===== src/rtl/hs_pkg.sv =====
// Shared types and constants for the handshake transmit arbiter.
package hs_pkg;

  // Handshake mode selectors for the TWO_PHASE parameter.
  localparam int HS_4PHASE = 0;
  localparam int HS_2PHASE = 1;

  // Transfer FSM states; ST_DROP is only reachable in 4-phase mode.
  typedef enum logic [1:0] {
    ST_IDLE = 2'd0,
    ST_REQ  = 2'd1,
    ST_DROP = 2'd2
  } hs_state_e;

endpackage : hs_pkg


===== src/rtl/bit_sync.sv =====
// Multi-flop synchronizer for a single asynchronous control bit.
module bit_sync #(
  parameter int STAGES = 2
) (
  input  logic clk,
  input  logic rst_n,
  input  logic d,
  output logic q
);

  logic [STAGES-1:0] sync_q;

  // Shift the asynchronous input through the flop chain; the last stage is safe to use.
  always_ff @(posedge clk or negedge rst_n) begin
    if (!rst_n) begin
      sync_q <= '0;
    end else begin
      // NOTE: flops are updated with non-blocking assignments so every stage
      // samples the previous value of its neighbour on the same edge.
      sync_q <= {sync_q[STAGES-2:0], d};
    end
  end

  assign q = sync_q[STAGES-1];

endmodule : bit_sync


===== src/rtl/hs_tx_arbiter.sv =====
// Multi-channel transmit arbiter: per-channel one-deep holding buffers,
// round-robin grant, and a req/ack handshake towards an asynchronous
// destination domain in either 4-phase (level) or 2-phase (toggle) mode.
module hs_tx_arbiter
  import hs_pkg::*;
#(
  parameter int DATA_WIDTH  = 8,
  parameter int NUM_CH      = 4,
  parameter int SYNC_STAGES = 2,
  parameter int TWO_PHASE   = 0
) (
  input  logic                         i_clk,
  input  logic                         i_rst_n,
  input  logic [NUM_CH-1:0]            i_valid,
  input  logic [NUM_CH*DATA_WIDTH-1:0] i_data,
  output logic [NUM_CH-1:0]            o_busy,
  output logic                         o_req,
  output logic [DATA_WIDTH-1:0]        o_data,
  output logic [$clog2(NUM_CH)-1:0]    o_ch,
  input  logic                         i_ack,
  output logic                         o_done,
  output logic [15:0]                  o_xfer_cnt
);

  localparam int              CH_W      = $clog2(NUM_CH);
  localparam logic [CH_W:0]   NUM_CH_V  = (CH_W + 1)'(NUM_CH);
  localparam logic [CH_W-1:0] LAST_CH   = CH_W'(NUM_CH - 1);
  localparam bit              IS_2PHASE = (TWO_PHASE == HS_2PHASE);

  hs_state_e             state_q, state_d;
  logic                  req_q, req_d;
  logic                  done_q;
  logic                  grant;
  logic                  complete;
  logic                  gnt_found;
  logic [CH_W-1:0]       gnt_idx;
  logic [CH_W:0]         cand;
  logic [CH_W-1:0]       ch_q;
  logic [CH_W-1:0]       last_grant_q;
  logic [DATA_WIDTH-1:0] data_q;
  logic [DATA_WIDTH-1:0] buf_q [NUM_CH];
  logic [NUM_CH-1:0]     busy_q, busy_d;
  logic [15:0]           cnt_q;
  logic                  ack_s;

  // The acknowledge arrives from another clock domain; only its synchronized copy is used.
  bit_sync #(
    .STAGES (SYNC_STAGES)
  ) u_ack_sync (
    .clk   (i_clk),
    .rst_n (i_rst_n),
    .d     (i_ack),
    .q     (ack_s)
  );

  // Round-robin search: first occupied channel after the last one served.
  always_comb begin
    gnt_found = 1'b0;
    gnt_idx   = '0;
    cand      = '0;
    for (int i = 1; i <= NUM_CH; i++) begin
      cand = {1'b0, last_grant_q} + (CH_W + 1)'(i);
      if (cand >= NUM_CH_V) cand = cand - NUM_CH_V;
      if (!gnt_found && busy_q[cand[CH_W-1:0]]) begin
        gnt_found = 1'b1;
        gnt_idx   = cand[CH_W-1:0];
      end
    end
  end

  // Transfer FSM next-state and handshake request decode.
  always_comb begin
    // NOTE: every output of this block gets a default before the case so no
    // path leaves a value unassigned, which would otherwise infer a latch.
    state_d  = state_q;
    req_d    = req_q;
    grant    = 1'b0;
    complete = 1'b0;
    unique case (state_q)
      ST_IDLE: begin
        // The completion pulse cycle is a dead cycle: no back-to-back grant.
        if (!done_q && gnt_found) begin
          grant   = 1'b1;
          state_d = ST_REQ;
          req_d   = IS_2PHASE ? ~req_q : 1'b1;
        end
      end
      ST_REQ: begin
        if (IS_2PHASE) begin
          if (ack_s == req_q) begin
            complete = 1'b1;
            state_d  = ST_IDLE;
          end
        end else if (ack_s) begin
          req_d   = 1'b0;
          state_d = ST_DROP;
        end
      end
      ST_DROP: begin
        if (!ack_s) begin
          complete = 1'b1;
          state_d  = ST_IDLE;
        end
      end
      default: state_d = ST_IDLE;
    endcase
  end

  // Occupancy: set on capture into a free buffer, cleared when its transfer completes.
  always_comb begin
    busy_d = busy_q | i_valid;
    if (complete) busy_d[ch_q] = 1'b0;
  end

  // Control state, in-flight payload, grant pointer and completion counter.
  always_ff @(posedge i_clk or negedge i_rst_n) begin
    if (!i_rst_n) begin
      state_q      <= ST_IDLE;
      req_q        <= 1'b0;
      done_q       <= 1'b0;
      busy_q       <= '0;
      data_q       <= '0;
      ch_q         <= '0;
      last_grant_q <= LAST_CH;
      cnt_q        <= '0;
    end else begin
      state_q <= state_d;
      req_q   <= req_d;
      done_q  <= complete;
      busy_q  <= busy_d;
      if (grant) begin
        data_q <= buf_q[gnt_idx];
        ch_q   <= gnt_idx;
      end
      if (complete) begin
        last_grant_q <= ch_q;
        cnt_q        <= cnt_q + 16'd1;
      end
    end
  end

  // Holding buffers load only when their channel is free.
  always_ff @(posedge i_clk) begin
    // NOTE: the payload storage has no reset; a buffer is only ever read after
    // a capture has written it, and busy_q (which is reset) guards that.
    for (int c = 0; c < NUM_CH; c++) begin
      if (i_valid[c] && !busy_q[c]) buf_q[c] <= i_data[c*DATA_WIDTH +: DATA_WIDTH];
    end
  end

  assign o_busy     = busy_q;
  assign o_req      = req_q;
  assign o_data     = data_q;
  assign o_ch       = ch_q;
  assign o_done     = done_q;
  assign o_xfer_cnt = cnt_q;

endmodule : hs_tx_arbiter

===== config.mk =====
export PLATFORM = sky130hd
export DESIGN_NAME = hs_tx_arbiter
export DESIGN_NICKNAME = d
export VERILOG_FILES = /design/src/rtl/hs_pkg.sv /design/src/rtl/bit_sync.sv /design/src/rtl/hs_tx_arbiter.sv
export SDC_FILE = /design/constraint.sdc
export NUM_CORES = 1
export LEC_CHECK = 0
export ABC_AREA = 0
export CAP_MARGIN = 20
export CORE_MARGIN = 2
export CORE_UTILIZATION = 44
export CTS_CLUSTER_SIZE = 8
export DETAILED_ROUTE_END_ITERATION = 8
export PLACE_DENSITY = 0.75
export SLEW_MARGIN = 20
export SYNTH_ARGS = -nofsm -noshare
export SYNTH_HDL_FRONTEND = slang
export SYNTH_SLANG_ARGS = --single-unit

===== constraint.sdc =====
create_clock -name i_clk -period 1.8 [get_ports i_clk]
set_input_delay 0.27 -clock i_clk [delete_from_list [all_inputs] [get_ports i_clk]]
set_output_delay 0.27 -clock i_clk [all_outputs]
set_load 0.03 [all_outputs]

# Word-level counts from Yosys, hierarchy flattened
# Memories as Yosys holds them, arrays and structs flattened. A register that Yosys moved wholly into a read port is not among the register bits.
# Cells that the tools add are included.
[op_classes]
magnitude_cmp = 10
add_sub_neg = 9
n_shift = 0
eq_ne = 5
n_bitwise = 3
n_reduce_logical = 22
mul = 0
muxes = 42
div_mod_pow = 0
[ops]
columns = ["op", "count"]
rows = [
  ["$mux 1", 23],
  ["$mux 2", 11],
  ["$add 16x1->16 const B", 1],
  ["$lt 2x3->1 const B", 5],
  ["$ge 3x3->1 const B", 4],
  ["$logic_and 1x1->1", 9],
  ["$logic_not 1->1", 9],
  ["$bmux 1 s2", 4],
  ["$sub 2x1->2 const B", 4],
  ["$add 2x2->3 const B", 2],
  ["$pmux 2 s3", 1],
  ["$reduce_and 3->1", 2],
  ["$and 4x4->4", 1],
  ["$mux 4", 1],
  ["$ne 2x2->1 const B", 2],
  ["$not 4->4", 1],
  ["$or 4x4->4", 1],
  ["$add 2x1->3 const B", 1],
  ["$add 2x3->3 const B", 1],
  ["$demux 1 s2", 1],
  ["$eq 2x1->1 const B", 1],
  ["$eq 2x2->1 const B", 1],
  ["$ge 2x1->1 const B", 1],
  ["$logic_not 2->1", 1],
  ["3 further kinds", 3],
]
[word_totals]
mem_count = 1
latchBits = 0
regBits = 30
ramBits = 32
mem_bits_ro = 0
input_bits = 39
out_inout_bits = 32
elab_cells = 100
[memory_table]
columns = ["name", "depth", "word_bits", "rd", "rd_clocked_by_memory_dff", "wr", "line", "source"]
rows = [
  ["buf_q", 4, 8, 1, 1, 4, "hs_tx_arbiter.sv:41", "logic [DATA_WIDTH-1:0] buf_q [NUM_CH];"],
]

# Logic depth before layout (Yosys ltp)
# Gate-level depths: netlist (run 1).
[depth]
ltp_word = 18
depth_mapped = 7
mapped_depth_nobuf = 7

# Modules after synthesis
# Synthesis (run 1) repeated with hierarchy kept, for this count alone.
[unflattened]
hier_cells = 211
area_unflattened_um2 = 2964.1
[by_module_without_submodules]
columns = ["mod", "area_per_inst_um2", "cells_per_inst", "n_inst", "seq_area_each_um2"]
rows = [
  ["hs_tx_arbiter", 2914.0, 209, 1, 1864.3],
  ["bit_sync", 50.0, 2, 1, 50.0],
]

# Worst setup path after synthesis (run 1)
# OpenSTA, ideal clock, no wires.
[synth_path]
path_type = "reg2reg"
start = "reg last_grant_q[1]"
end = "reg data_q[2] (netlist: o_data[2]) (read register of buf_q)"
t_required_ns = 1.713
n_path_buf = 2
t_arrival_ns = 1.805
period_less_slack_ns = 1.891
setup_ns = 0.087
setup_slack_ns = -0.091
stages_incl_launch_ff = 8
cell_sequence = "dfstp_2 buf_2 mux2i_1 o22ai_1 a21oi_2 buf_6 mux2_1 o211ai_1"
[synth_via]
elab_chain_len = 18
word_cells_on_any_way = 41
cone_classes = "add/sub: 8; order compare: 4; mux: 22; reduce/logical: 7"
[synth_rtl]
columns = ["item", "line", "source"]
rows = [
  ["start, declared", "hs_tx_arbiter.sv:39", "logic [CH_W-1:0] last_grant_q;"],
  ["start signal, assigned", "hs_tx_arbiter.sv:136", "last_grant_q <= ch_q;"],
  ["$add 2x1->3", "hs_tx_arbiter.sv:62", "cand = {1'b0, last_grant_q} + (CH_W + 1)'(i);"],
  ["$ge 3x3->1 or $sub 2x1->2 (tied branches)", "hs_tx_arbiter.sv:63", "if (cand >= NUM_CH_V) cand = cand - NUM_CH_V;"],
  ["$mux 2", "hs_tx_arbiter.sv:63", ""],
  ["$bmux 1 s2", "hs_tx_arbiter.sv:64", "if (!gnt_found && busy_q[cand[CH_W-1:0]]) begin"],
  ["$mux 1 (implied by the code)", "hs_tx_arbiter.sv:64", ""],
  ["$mux 1", "hs_tx_arbiter.sv:64", ""],
  ["$logic_not 1->1", "hs_tx_arbiter.sv:64", ""],
  ["$logic_and 1x1->1", "hs_tx_arbiter.sv:64", ""],
  ["[2 not listed]", "n/a", ""],
  ["$logic_and 1x1->1", "hs_tx_arbiter.sv:64", ""],
  ["$mux 1", "hs_tx_arbiter.sv:64", ""],
  ["$logic_not 1->1", "hs_tx_arbiter.sv:64", ""],
  ["$logic_and 1x1->1", "hs_tx_arbiter.sv:64", ""],
  ["$mux 1", "hs_tx_arbiter.sv:64", ""],
  ["$logic_and 1x1->1", "hs_tx_arbiter.sv:82", "if (!done_q && gnt_found) begin"],
  ["$mux 1", "hs_tx_arbiter.sv:82", ""],
  ["$mux 1", "hs_tx_arbiter.sv:79", "unique case (state_q)"],
  ["end, declared", "hs_tx_arbiter.sv:40", "logic [DATA_WIDTH-1:0] data_q;"],
]
# Parallel ways exist; a longest one is shown, timed or not. The select of a mux whose other input is x is not followed.
# A chain may end at the register's enable or synchronous reset.

# Worst setup path in the final report (run 1)
# Same ends and word-level chain as after synthesis.

==> results.py, run 1 <==
metrics = {
    "layout": {
        "fin_cells": 392,
        "fin_nets": 350,
        "design_area_sq_mm": 0.004059,
        "antenna_cells": 0,
        "area_growth_pct": 40.19,
        "layout-drive-gt1-share_pct": 18.10,
    },
    "setup_path": {
        "crit_family": "flip-flops",
        "r2r_start": "last_grant_q[1]",
        "rr_endpoint": "o_data[2]",
        "crit_slowest_cell": "dfstp_2",
        "crit_type": "flop to flop",
        "setup.worst_path.end_class": "flop",
        "start_kind": "flop",
        "crit_fanout": 8,
        "crit_buf_inv": 2,
        "r2r_cells": 7,
        "cp.required_ns": 2.05,
        "cpPeakStageDelay_ns": 0.56,
        "path_cells": "mux2i_2 > o22ai_2 > a21oi_2 > buf_6 > buf_12 > mux2_4 > o211ai_1",
        "reg2reg_setup_slack_ns": 0.02,
        "crit_arrival_ns": 2.03,
    },
    "grt": {
        "antenna_found_initial": 0,
        "grt_max_degree": 23,
        "grt_pass1_vias": 2087,
        "grtUsageTotal_pct": 18.56,
        "grt_pass1_wl_microns": 10110,
        "overflow": 0,
    },
    "cts": {
        "cts_tree": "yes",
        "clock_sinks": 70,
        "clk_latency_ns": 0.35,
        "numCtsBuffers": 9,
        "cts_buffer_depth": 2,
        "clk_pin_slew_ns": 0.08,
        "htree_levels": 3,
        "cts-root-buf": "clkbuf_8",
    },
    "die": {
        "initial_core_util_pct": 45.60,
        "rows": 29,
        "io-pin-count": 71,
        "die_w_microns": 85.12,
        "die_h_microns": 85.12,
        "die-area_sq_mm": 0.007245,
        "design.core.area_sq_mm": 0.006350,
    },
    "route": {
        "drc_errors": 0,
        "drtAntennaViolNets": 0,
        "dr.pass1.iters": 4,
        "drtIter0Drc": 62,
        "detail_route.wl_per_cell_microns": 16.46,
        "routed_wl_microns": 6454,
        "vias": 1991,
        "via_per_inst": 5.079,
    },
    "worst_hold_path": {
        "worst_hold_path.num_cells": 0,
        "min_from": "u_ack_sync.sync_q[0]",
        "hold_path_end": "u_ack_sync.sync_q[1]",
        "hold_path_class": "flop to flop",
    },
    "synthesis": {
        "synth_warnings": 0,
        "syn_area_sq_mm": 0.002895,
        "synth_common_cells": "dfrtp_1 (36), edfxtp_1 (32), nand2_1 (30)",
        "synth-seq-area-share_pct": 66.12,
        "avgSynthCellArea_sq_um": 13.16,
        "synthCells": 220,
        "synthArstFlopShare_pct": 54.29,
        "ys_top_cells_by_area": "edfxtp_1 (33%), dfrtp_1 (31%), nand2_1 (3.9%)",
        "yosys.cell_count.top_type": "dfrtp_1",
        "ys_seq_elements": 70,
        "synthFlopType": "dfrtp_1",
        "yosysTopAreaCellShare_pct": 33.19,
        "yosys.area.top_type": "edfxtp_1",
        "synth_cell_types": 38,
        "synth_edf_count": 32,
        "syn-num-nets": 260,
    },
    "placed_design": {
        "preCtsSetupSlack_ns": 0.04361,
        "gp_congestion": 0.8299,
        "portBuffers": 70,
        "place_area_sq_mm": 0.003769,
        "hpwlAfterDp_microns": 4490,
        "dp_cells": 372,
    },
    "timing": {
        "setup_tns_ns": 0,
        "fmax_ghz": 0.5623,
        "worst_pin_slew_ns": 0.4468,
        "maxSlewViolCount": 0,
        "finalWorstSetupSlack_ns": 0.02167,
        "clock_skew_ns": 0.01260,
        "rsz0062_at_grt": "true",
        "slew_headroom_pct": 70.21,
        "period_needed_ns": 1.778,
        "finalCritPeriodShare_pct": 98.80,
        "setup_viol": 0,
        "hold_violations": 0,
    },
    "run_status": {
        "outcome": "complete, no violations",
    },
    "run": {
        "maxCapViolCount": 0,
    },
    "power": {
        "power.density_mw_per_mm2": 1383,
        "p_leak_uw": 0.001697,
        "max-vdd-ir-drop_mv": 1.065,
    },
}
-- how the worst max path moves through the flow --
stage               startpoint             end  slack (ns)  depth (start not counted)
5_1_grt        last_grant_q[1]       o_data[5]       -0.04                          7
6_report       last_grant_q[1]       o_data[2]        0.02                          7
3_3_place_gp         o_busy[1]       o_data[3]        0.07                          4
4_1_cts         o_xfer_cnt[11]  o_xfer_cnt[11]       0.002                          1
2_1_floorplan  last_grant_q[1]       o_data[2]       -0.04                          7
3_5_place_dp         o_busy[1]       o_data[4]        0.04                          4
-- kinds of logic after synthesis --
family | synth area share [%]
buffers and inverters | 2.895
AO/OA/AOI/OAI | 5.921
XOR/XNOR | 4.537
adder cells (fa/ha/maj) | 0.4321
AND/OR/NAND/NOR | 13.87
multiplexers | 6.223
flip-flops | 66.12
-- cells in the final DEF, fill, tap and decap left out, types with 9 or more instances in the layout --
cell type,netlist,final
clkdlybuf4s50_1,0,59
dfrtp_1,36,33
edfxtp_1,32,32
nand2_1,30,30
nand3_1,18,18
xnor2_1,11,11
buf_4,2,11
clkbuf_8,0,9
-- what timing repair did --
action | CTS | global route
pin swaps | 0 | 2
gates resized for setup | 2 | 22
setup endpoints to repair | 2 | 18
endpoints found under the hold margin | 14 | 0
buffers inserted | 0 | 2
hold buffers | 1 | 0
cloned | 0 | 1
-- metrics by stage --
step / hold WS [ns] / utilization (%) / power, uW
floorplan: -0.02559 / - / 3556
global placement: 0.2275 / 59.35 / 4241
detailed placement: 0.2393 / 59.35 / 4286
CTS: 0.3516 / 62.17 / 5404
global route: 0.3475 / 63.92 / 5905
finish: 0.3601 / 63.92 / 5613
-- power breakdown --
part           leakage [uW]  total [uW]  switching (uW)  internal [uW]
registers          0.000758        2140             193           1950
logic              0.000845        2350            1240           1120
clock network     0.0000937        1120             615            502
total               0.00170        5610            2050           3570
-- area by class of cell --
| type | count | area (sq um) |
|---|---|---|
| Inverter | 5 | 18.77 |
| Clock inverter | 7 | 47.55 |
| Fill cell | 479 | 2291 |
| Clock buffer | 9 | 123.9 |
| Sequential cell | 70 | 1918 |
| Tap cell | 77 | 96.34 |
| Multi-Input combinational cell | 137 | 952.2 |
| Timing Repair Buffer | 87 | 902.1 |
-- metal layers --
layer | global-route usage, % | up-vias | wire (microns) | part of all wire, %
met5 | 0 | - | 0 | 0
met4 | 7.792 | 0 | 83 | 1.3
met3 | 6.323 | 7 | 438 | 6.8
met2 | 29.40 | 65 | 3077 | 48
met1 | 23.38 | 956 | 2855 | 44
li1 | - | 963 | - | -
-- worst reg2reg max path, delay by kind of cell (launching register included) --
family | cells | cell delay (ns)
muxes | 2 | 0.54
DFF | 1 | 0.56
buffers and inverters | 2 | 0.28
AOI/OAI and AO/OA | 3 | 0.32
-- sequential cells by signal, summed over array words and instances, names as in the netlist --
name,cells
buf_q,32
o_xfer_cnt,16
o_data,8
o_busy,4
last_grant_q,2
o_ch,2
state_q,2
u_ack_sync.sync_q,2
o_done,1
o_req,1
No activity file was read; power rests on OpenSTA's default activity.
==> inputs of run 2 (changes only) <==
--- a/config.mk
+++ b/config.mk
@@ -11,8 +11,10 @@
 export CORE_UTILIZATION = 44
 export CTS_CLUSTER_SIZE = 8
 export DETAILED_ROUTE_END_ITERATION = 8
+export HOLD_SLACK_MARGIN = 0.15
 export PLACE_DENSITY = 0.75
 export SLEW_MARGIN = 20
 export SYNTH_ARGS = -nofsm -noshare
 export SYNTH_HDL_FRONTEND = slang
+export SYNTH_HIERARCHICAL = 1
 export SYNTH_SLANG_ARGS = --single-unit
==> run 2 against run 1 <==
Net effect:
- non-clock buffer count rose by 4
- critical endpoint unchanged
- sequential share of layout area down 1.5 points
- utilization rose by 1.4 points
- register-to-register slack gained 0.03 ns
==> results.py, run 2 <==
metrics = {
    "cts": {
        "cts_buffer_depth": 2,
        "clk_latency_ns": 0.35,
        "cts-root-buf": "clkbuf_8",
        "cts_tree": "yes",
        "clock_sinks": 70,
        "numCtsBuffers": 9,
        "clk_pin_slew_ns": 0.08,
        "htree_levels": 3,
    },
    "synthesis": {
        "synthArstFlopShare_pct": 54.29,
        "synth_top_family_by_area": "simple AND/OR/NAND/NOR gates",
        "synthCells": 211,
        "synth-seq-area-share_pct": 64.58,
        "synth-xor-area-share_pct": 4.432,
        "yosysTopAreaCellShare_pct": 32.42,
        "yosys.area_share.adder_pct": 0.4221,
        "ys_top_cells_by_area": "edfxtp_1 (32%), dfrtp_1 (30%), o211ai_2 (3.4%)",
        "synth_warnings": 6,
        "synth_compound_gate_area_share_pct": 7.176,
        "yosys.cell_count.top_type": "dfrtp_1",
        "synth_cell_types": 40,
        "yosys.area.top_type": "edfxtp_1",
        "ys_seq_elements": 70,
        "synth-simple-area-share_pct": 13.72,
        "synthFlopType": "dfrtp_1",
        "synthMuxAreaShare_pct": 6.838,
        "synth_edf_count": 32,
        "synth_common_cells": "dfrtp_1 (36), edfxtp_1 (32), nand2_1 (19)",
        "avgSynthCellArea_sq_um": 14.05,
        "syn-num-nets": 251,
        "syn_area_sq_mm": 0.002964,
    },
    "worst_hold_path": {
        "hold_path_class": "flop to flop",
        "worst_hold_path.num_cells": 0,
        "hold_path_end": "u_ack_sync/sync_q[1]",
        "min_from": "u_ack_sync/sync_q[0]",
    },
    "setup_path": {
        "setup.worst_path.end_class": "flop",
        "r2r_cells": 6,
        "r2r_start": "last_grant_q[1]",
        "crit_fanout": 17,
        "crit_type": "flop to flop",
        "crit_start": "last_grant_q[1]",
        "cp.required_ns": 2.02,
        "start_kind": "flop",
        "rr_endpoint": "o_data[2]",
        "reg2reg_setup_slack_ns": 0.05,
        "crit_arrival_ns": 1.97,
    },
    "power": {
        "power.density_mw_per_mm2": 1458,
        "max-vdd-ir-drop_mv": 0.7346,
        "p_leak_uw": 0.001776,
    },
    "layout": {
        "layout_commonest_cell": "clkdlybuf4s50_1",
        "area_growth_pct": 41.58,
        "final_cell_mix": "clkdlybuf4s50_1 (58), dfrtp_1 (33), edfxtp_1 (32), nand2_1 (19), buf_4 (17)",
        "largest_register": "buf_q",
        "design_area_sq_mm": 0.004197,
        "largest_reg_flops": 32,
        "layout-drive-gt1-share_pct": 24.44,
        "antenna_cells": 0,
        "fin_nets": 346,
    },
    "timing": {
        "hold_violations": 0,
        "setup_tns_ns": 0,
        "worst_pin_slew_ns": 0.4251,
        "finalWorstSetupSlack_ns": 0.05471,
        "setup_viol": 0,
        "slew_headroom_pct": 71.66,
        "period_needed_ns": 1.745,
        "maxSlewViolCount": 0,
        "rsz0062_at_grt": "false",
        "clock_skew_ns": 0.007668,
        "finalCritPeriodShare_pct": 96.96,
        "fmax_ghz": 0.5730,
    },
    "run": {
        "maxCapViolCount": 0,
    },
    "route": {
        "drtIter0Drc": 97,
        "dr.pass1.iters": 4,
        "detail_route.wl_per_cell_microns": 15.74,
        "vias": 1974,
        "routed_wl_microns": 6106,
        "drc_errors": 0,
        "via_per_inst": 5.088,
        "drtAntennaViolNets": 0,
    },
    "grt": {
        "overflow": 0,
        "antenna_found_initial": 0,
        "grt_max_degree": 20,
        "grtUsageTotal_pct": 17.59,
        "grt_pass1_vias": 1997,
        "grt_pass1_wl_microns": 9777,
    },
    "die": {
        "die_w_microns": 86.08,
        "design.core.area_sq_mm": 0.006422,
        "initial_core_util_pct": 46.15,
        "rows": 29,
        "die-area_sq_mm": 0.007409,
        "die_h_microns": 86.08,
        "io-pin-count": 71,
    },
    "placed_design": {
        "portBuffers": 70,
        "preCtsSetupSlack_ns": 0.006476,
        "place_area_sq_mm": 0.003889,
        "hpwlAfterDp_microns": 4257,
        "gp_congestion": 0.7507,
    },
    "run_status": {
        "outcome": "complete, no violations",
    },
}
==> run 2: layer usage <==
metal | track usage, % | share of wire, % | wire length [microns] | vias to the layer above
met5 | 0 | 0 | 0 | -
met4 | 4.473 | 1.1 | 67 | 0
met3 | 8.181 | 8.2 | 501 | 9
met2 | 27.13 | 46 | 2796 | 65
met1 | 22.57 | 45 | 2741 | 950
li1 | - | - | - | 950
==> run 2: worst max-delay path, stage by stage (launching register included) <==
cell	delay, ns
dfstp_2	0.55
mux2i_2	0.26
o22ai_2	0.12
a21oi_4	0.15
buf_12	0.19
mux2i_2	0.26
o211ai_2	0.09
==> run 2: how the worst max path moves through the flow <==
| stage | end | slack, ns | cells after the start |
|---|---|---|---|
| 2_1_floorplan | o_data[0] | -0.004 | 7 |
| 3_3_place_gp | o_data[3] | 0.13 | 6 |
| 3_5_place_dp | o_data[7] | 0.006 | 6 |
| 4_1_cts | o_busy[1] | 0.001 | 2 |
| 5_1_grt | o_xfer_cnt[6] | 0.003 | 1 |
| 6_report | o_data[2] | 0.05 | 6 |
==> run 2: what timing repair did <==
item	CTS	global route
resized for setup	7	8
setup endpoints to repair	11	10
setup buffers	1	3
hold endpoints to repair	14	0
hold buffers	1	0
pin swaps	0	0
==> run 2: logic make-up (layout without fill, tap and decap cells) <==
| logic type | Yosys count | after routing |
|---|---|---|
| adder cells (fa/ha/maj) | 1 | 1 |
| AO/OA/AOI/OAI | 22 | 22 |
| XOR/XNOR | 15 | 15 |
| multiplexers | 19 | 19 |
| buffers and inverters | 12 | 112 |
| AND/OR/NAND/NOR | 72 | 72 |
| flip-flops | 70 | 70 |
==> run 2: cell type report <==
class                      count  area, sq um
multi-input combinational    129         1017
tap                           77        96.34
clock inverter                 7        112.6
fill                         482         2226
inverter                       5        18.77
sequential                    70         1918
timing repair buffer          91        909.6
clock buffer                   9        123.9
==> run 2: power breakdown <==
part           internal (uW)  switching (uW)  leakage, uW
registers               1950             196     0.000757
logic                   1170            1300     0.000898
clock network            913             582     0.000121
total                   4040            2080      0.00178
==> run 2: metrics by stage <==
stage | power [uW] | hold WS (ns) | util, % | std cells
final | 6117 | 0.3507 | 65.34 | 388
after global routing | 6434 | 0.3446 | 65.34 | 388
after CTS | 6174 | 0.3523 | 64.68 | 385
after detailed placement | 4628 | 0.2284 | 60.55 | 367
after global placement | 4566 | 0.2186 | 60.55 | 367
after floorplan | 3838 | -0.02559 | - | 211
==> RTL change 1 (flow settings as in run 2) <==
The parameter `NUM_CH` goes from 4 to 2.
--- a/src/rtl/hs_tx_arbiter.sv
+++ b/src/rtl/hs_tx_arbiter.sv
@@ -6,5 +6,5 @@
 #(
   parameter int DATA_WIDTH  = 8,
-  parameter int NUM_CH      = 4,
+  parameter int NUM_CH      = 2,
   parameter int SYNC_STAGES = 2,
   parameter int TWO_PHASE   = 0
Interface: changed (resized i_data, i_valid, o_busy and o_ch); port bits go from 71 to 50. The function was not compared with the original's and may differ.
==> RTL change 1 against run 2 <==
Cell area is 38% lower; critical path depth is 5 lower; synthesized area decreased by 35%; worst setup slack gained 10 ps; die area decreased by 34%; total power decreased by 43%; sequential cell count shrank 20; wire length fell by 38%; cell count shrank 35%; critical path type is now reg -> out; highest routed layer unchanged.
==> RTL change 1: results (changes against run 2) <==
grt:
  grtUsageMet1_pct: 21.22  # -1.4 points
  grt_max_degree: 35  # +75%
  grt_first_pass_wirelength_mm: 6.444  # -34%
  grtUsageMet3_pct: 3.608  # -4.6 points
  gr-usage-met2_pct: 28.47  # +1.3 points
  grt_use_total_pct: 17.29  # -0.30 points
  grt_pass1_vias: 1318  # -34%
critical_path:
  critPathArrivalTime_ps: 1460  # -510 ps
  r2r_cells: 5  # -1
  max_stage_delay_ps: 710  # +160 ps
  timing.rr.end: "o_xfer_cnt[10]$_DFFE_PN0P_"
  regToRegStartpoint: "state_q[0]$_DFFE_PN0P_"
  cp_max_fo: 6  # -11
  slowest_stage: "clkdlybuf4s50_1"
  r2r_slack_ps: 150  # +100 ps
logic_synthesis:
  ys_types: 32  # -20%
  postSynth.asyncResetShare_pct: 68.00  # +14 points
  synthCells: 142  # -33%
  synth.area.top_cells: "dfrtp_1 43%, edfxtp_1 25%, xnor2_1 5.0%, nand2_1 4.3%, mux2i_1 4.2%"
  synth_edf_count: 16  # -50%
  synth_common_cells: "33 x dfrtp_1, 22 x nand2_1, 16 x edfxtp_1"
  synthesis.nets: 164  # -35%
  yosysSeqAreaShare_pct: 69.29  # +4.7 points
placed_design:
  dp_cells: 245  # -33%
  pre_cts_ws_ps: 17.83  # +11.36 ps
  placement.io_buffers: 49  # -30%
  gp_congestion: 0.8524  # +14%
  hpwlAfterDp_mm: 2.778  # -35%
  post_dp_cell_area_sq_um: 2496  # -36%
detailed_routing:
  routed_wl_mm: 3.798  # -38%
  avgRoutedWirePerCell_um: 14.95  # -5.0%
  drtIter0Drc: 77  # -21%
  viasPerCell: 4.921  # -3.3%
finish:
  layout-drive-gt1-share_pct: 9.406  # -15 points
  fin_nets: 223  # -36%
  nFillCells: 349  # -28%
status:
  status: "finished, final reports clean"
clocking:
  cts_buffers: 5  # -4
  worstSkewPairLatency_ps: 300  # -50 ps
  htree_levels: 2  # -1
  clk_pin_slew_worst_paths_ps: 90
pwr:
  ir_drop_mv: 0.5221  # -29%
  p_leak_nw: 1.101  # -38%
sta:
  fin_skew_ps: 12.20  # +4.532 ps
  tightest_slew_ps: 433.2  # +8.131 ps
-- RTL change 1: cells by family after synthesis --
| kind of cell | Yosys count | share of synthesized area [%] |
|---|---|---|
| xor+xnor | 15 | 6.831 |
| compound gates | 15 | 4.359 |
| fa+ha+maj | 1 | 0.6505 |
| simple gates | 46 | 12.49 |
| flops | 50 | 69.29 |
| mux | 9 | 4.750 |
| buf+inv | 6 | 1.626 |
-- RTL change 1: timing repair --
item	4_1_cts	5_1_grt
gates resized for setup	0	2
hold buffers	0	0
endpoints found under the setup margin	0	4
buffers inserted	0	1
-- RTL change 1: layout make-up --
cell class                      count  area (sq um)  share of cell area (%)
Sequential cell                    50          1333                   51.18
Multi-Input combinational cell     86         564.3                   21.67
Timing Repair Buffer               55         535.5                   20.57
Clock buffer                        6         82.58                   3.172
Tap cell                           52         65.06                   2.499
Clock inverter                      2         12.51                  0.4805
Inverter                            3         11.26                  0.4325
-- RTL change 1: worst max-delay path by stage --
stage	startpoint	endpoint	slack, ps	depth (start not counted)
finish	o_xfer_cnt[7]$_DFFE_PN0P_	o_xfer_cnt[7]	70	1
global route	o_xfer_cnt[7]$_DFFE_PN0P_	o_xfer_cnt[7]	10	1
global placement	state_q[0]$_DFFE_PN0P_	o_xfer_cnt[15]$_DFFE_PN0P_	130	4
detailed placement	state_q[0]$_DFFE_PN0P_	o_xfer_cnt[12]$_DFFE_PN0P_	20	5
floorplan	state_q[0]$_DFFE_PN0P_	o_xfer_cnt[15]$_DFFE_PN0P_	200	5
CTS	state_q[0]$_DFFE_PN0P_	o_xfer_cnt[12]$_DFFE_PN0P_	5	5
-- RTL change 1: stage by stage --
| stage | util [%] | hold slack (ps) |
|---|---|---|
| after floorplan | - | -25.59 |
| after CTS | 60.34 | 367.4 |
| after global placement | 58.13 | 345.7 |
| after detailed placement | 58.13 | 347.1 |
| final | 60.64 | 361.6 |
| after global routing | 60.64 | 371.2 |
-- RTL change 1: layer usage --
layer | up-vias | routed length (um)
met1 | 604 | 1616
met4 | 0 | 93
li1 | 608 | -
met2 | 29 | 1967
met3 | 9 | 121
met5 | - | 0
-- RTL change 1: worst reg2reg max path: stages (launching register included) --
cell and delay (ps):
dfrtp_1 420, or3b_4 480, inv_2 130, nand4_1 200
buf_4 200, xnor2_1 110
-- RTL change 1: power breakdown --
group	internal [W]	total, W	switching (W)
clock network	0.000310	0.000662	0.000353
logic	0.000547	0.00126	0.000710
registers	0.00140	0.00156	0.000160
total	0.00226	0.00348	0.00122
==> RTL change 2 (settings of run 2) <==
Made on the original files. Encoding of `hs_state_e`: now one-hot (3 bits for 3 states).
--- a/src/rtl/hs_pkg.sv
+++ b/src/rtl/hs_pkg.sv
@@ -7,8 +7,8 @@
 
   // Transfer FSM states; ST_DROP is only reachable in 4-phase mode.
-  typedef enum logic [1:0] {
-    ST_IDLE = 2'd0,
-    ST_REQ  = 2'd1,
-    ST_DROP = 2'd2
+  typedef enum logic [2:0] {
+    ST_IDLE = 3'b001,
+    ST_REQ  = 3'b010,
+    ST_DROP = 3'b100
   } hs_state_e;
 
Function: same outputs for any inputs over 10 cycles, from zero or initial values and one cycle with i_rst_n low; not proved beyond that.
==> RTL change 2 against run 2 <==
The run now ends with negative setup slack left; cell area grew 2.9%; sequential power shrank 2%; synthesized cell count is 0.47% lower; synthesized area decreased by 1.7%; total power fell by 3.6%; worst setup slack got worse by 110 ps; wire length grew 11%; sequential cell count up 1; critical path type unchanged; critical endpoint is now o_data[3]$_DFFE_PN0P_; largest power group unchanged; highest routed layer unchanged.
==> RTL change 2: results (changes against run 2) <==
finish:
  buffer_area_share_pct: 24.04  # +2.4 points
  seq_share_pct: 45.02  # -0.69 points
  clockNetworkAreaShare_pct: 4.548  # -1.1 points
  post-route-util_pct: 67.63  # +2.3 points
  clock_buffers: 10  # +1
  nFillCells: 472  # -2.1%
  multiInputGateArea_sq_um: 1002  # -1.5%
  num-nonclk-buffers: 110  # +21%
  fin_nets: 364  # +5.2%
  area_growth_pct: 48.22
  multi_input_area_share_pct: 23.20  # -1.0 points
  inv_count: 11  # +6
  multi_input_gates: 121  # -6.2%
  layout-drive-gt1-share_pct: 27.66  # +3.2 points
placed_design:
  gp_congestion: 0.8749  # +17%
  post_dp_cell_area_sq_um: 3904  # +0.39%
  hpwlAfterDp_mm: 4.734  # +11%
  dp_cells: 380  # +3.5%
logic_synthesis:
  yosysSeqAreaShare_pct: 66.60  # +2.0 points
  synthAdderAreaFrac_pct: 0.4294  # +0.0072 points
  postSynth.asyncResetShare_pct: 54.93  # +0.64 points
  synth_compound_area_share_pct: 11.46  # +4.3 points
  syn_area_per_cell_sq_um: 13.88  # -1.2%
  synth_common_cells: "36 x dfrtp_1, 32 x edfxtp_1, 13 x xnor2_1"
grt:
  grtUsageMet1_pct: 26.11  # +3.5 points
  grt_use_total_pct: 19.39  # +1.8 points
  grtUsageMet3_pct: 3.502  # -4.7 points
  grt_first_pass_wirelength_mm: 10.60  # +8.4%
  grt_max_degree: 40  # +100%
critical_path:
  startpoint: "o_busy[1]$_DFF_PN0_"
  timing.rr.end: "o_data[3]$_DFFE_PN0P_"
  critPathArrivalTime_ps: 2090  # +120 ps
  cp_max_fo: 8  # -9
  slowest_stage: "dfrtp_2"
  critical-path-top-delay-family: "compound AO/OA/AOI/OAI gates"
clocking:
  postCtsSetupBuffers: 4  # +3
  holdBufCountCts: 1  # unchanged
  cts_sinks: 71  # +1.4%
sta:
  setup_viol: 4  # +4
  slew_headroom_pct: 64.79  # -6.9 points
  fin_skew_ps: 5.435  # -2.234 ps
  setup_ws_ps: -57.09  # -111.8 ps
pwr:
  p_leak_nw: 1.730  # -2.6%
detailed_routing:
  viasPerCell: 5.227  # +2.7%
  drtIter0Drc: 105  # +8.2%
status:
  violations: "negative setup slack"
  status: "finished with violations"
==> RTL change 2: cell count changes after synthesis, moves of 7 or more <==
cell / before / now
inv_1: 4 / 11
nand3_1: 12 / 5
nand3_2: 8 / 0
o211ai_2: 8 / 0
nand2_1: 19 / 12
mux2i_1: 9 / 2
==> RTL change 2: how the worst min path moves through the flow <==
stage / startpoint / endpoint / slack (ps)
6_report: u_ack_sync/sync_q[0]$_DFF_PN0_ / u_ack_sync/sync_q[1]$_DFF_PN0_ / 350
3_3_place_gp: u_ack_sync/sync_q[0]$_DFF_PN0_ / u_ack_sync/sync_q[1]$_DFF_PN0_ / 330
5_1_grt: u_ack_sync/sync_q[0]$_DFF_PN0_ / u_ack_sync/sync_q[1]$_DFF_PN0_ / 360
4_1_cts: u_ack_sync/sync_q[0]$_DFF_PN0_ / u_ack_sync/sync_q[1]$_DFF_PN0_ / 350
3_5_place_dp: u_ack_sync/sync_q[0]$_DFF_PN0_ / u_ack_sync/sync_q[1]$_DFF_PN0_ / 330
2_1_floorplan: i_rst_n / o_busy[0]$_DFF_PN0_ / -30
==> RTL change 2: where the power goes <==
group          switching [W]  total [W]  internal (W)
Combinational        0.00122    0.00253       0.00132
Sequential          0.000170    0.00210       0.00193
Clock               0.000593    0.00126      0.000671
Total                0.00198    0.00590       0.00392
==> RTL change 2: metrics by stage <==
step,power [W],TNS [ps],setup WS (ps)
2_1_floorplan,0.003379,-557.2,-92.87
3_3_place_gp,0.004186,-23.50,-8.658
3_5_place_dp,0.004243,-907.0,-123.8
4_1_cts,0.005621,-9.652,-9.652
5_1_grt,0.006190,-676.2,-98.45
6_report,0.005899,-186.1,-57.09
==> RTL change 2: routing by layer <==
layer,vias up,share of wire (%)
met5,-,0
li1,1012,-
met2,63,49
met3,11,5.8
met1,1036,44
met4,0,1.9
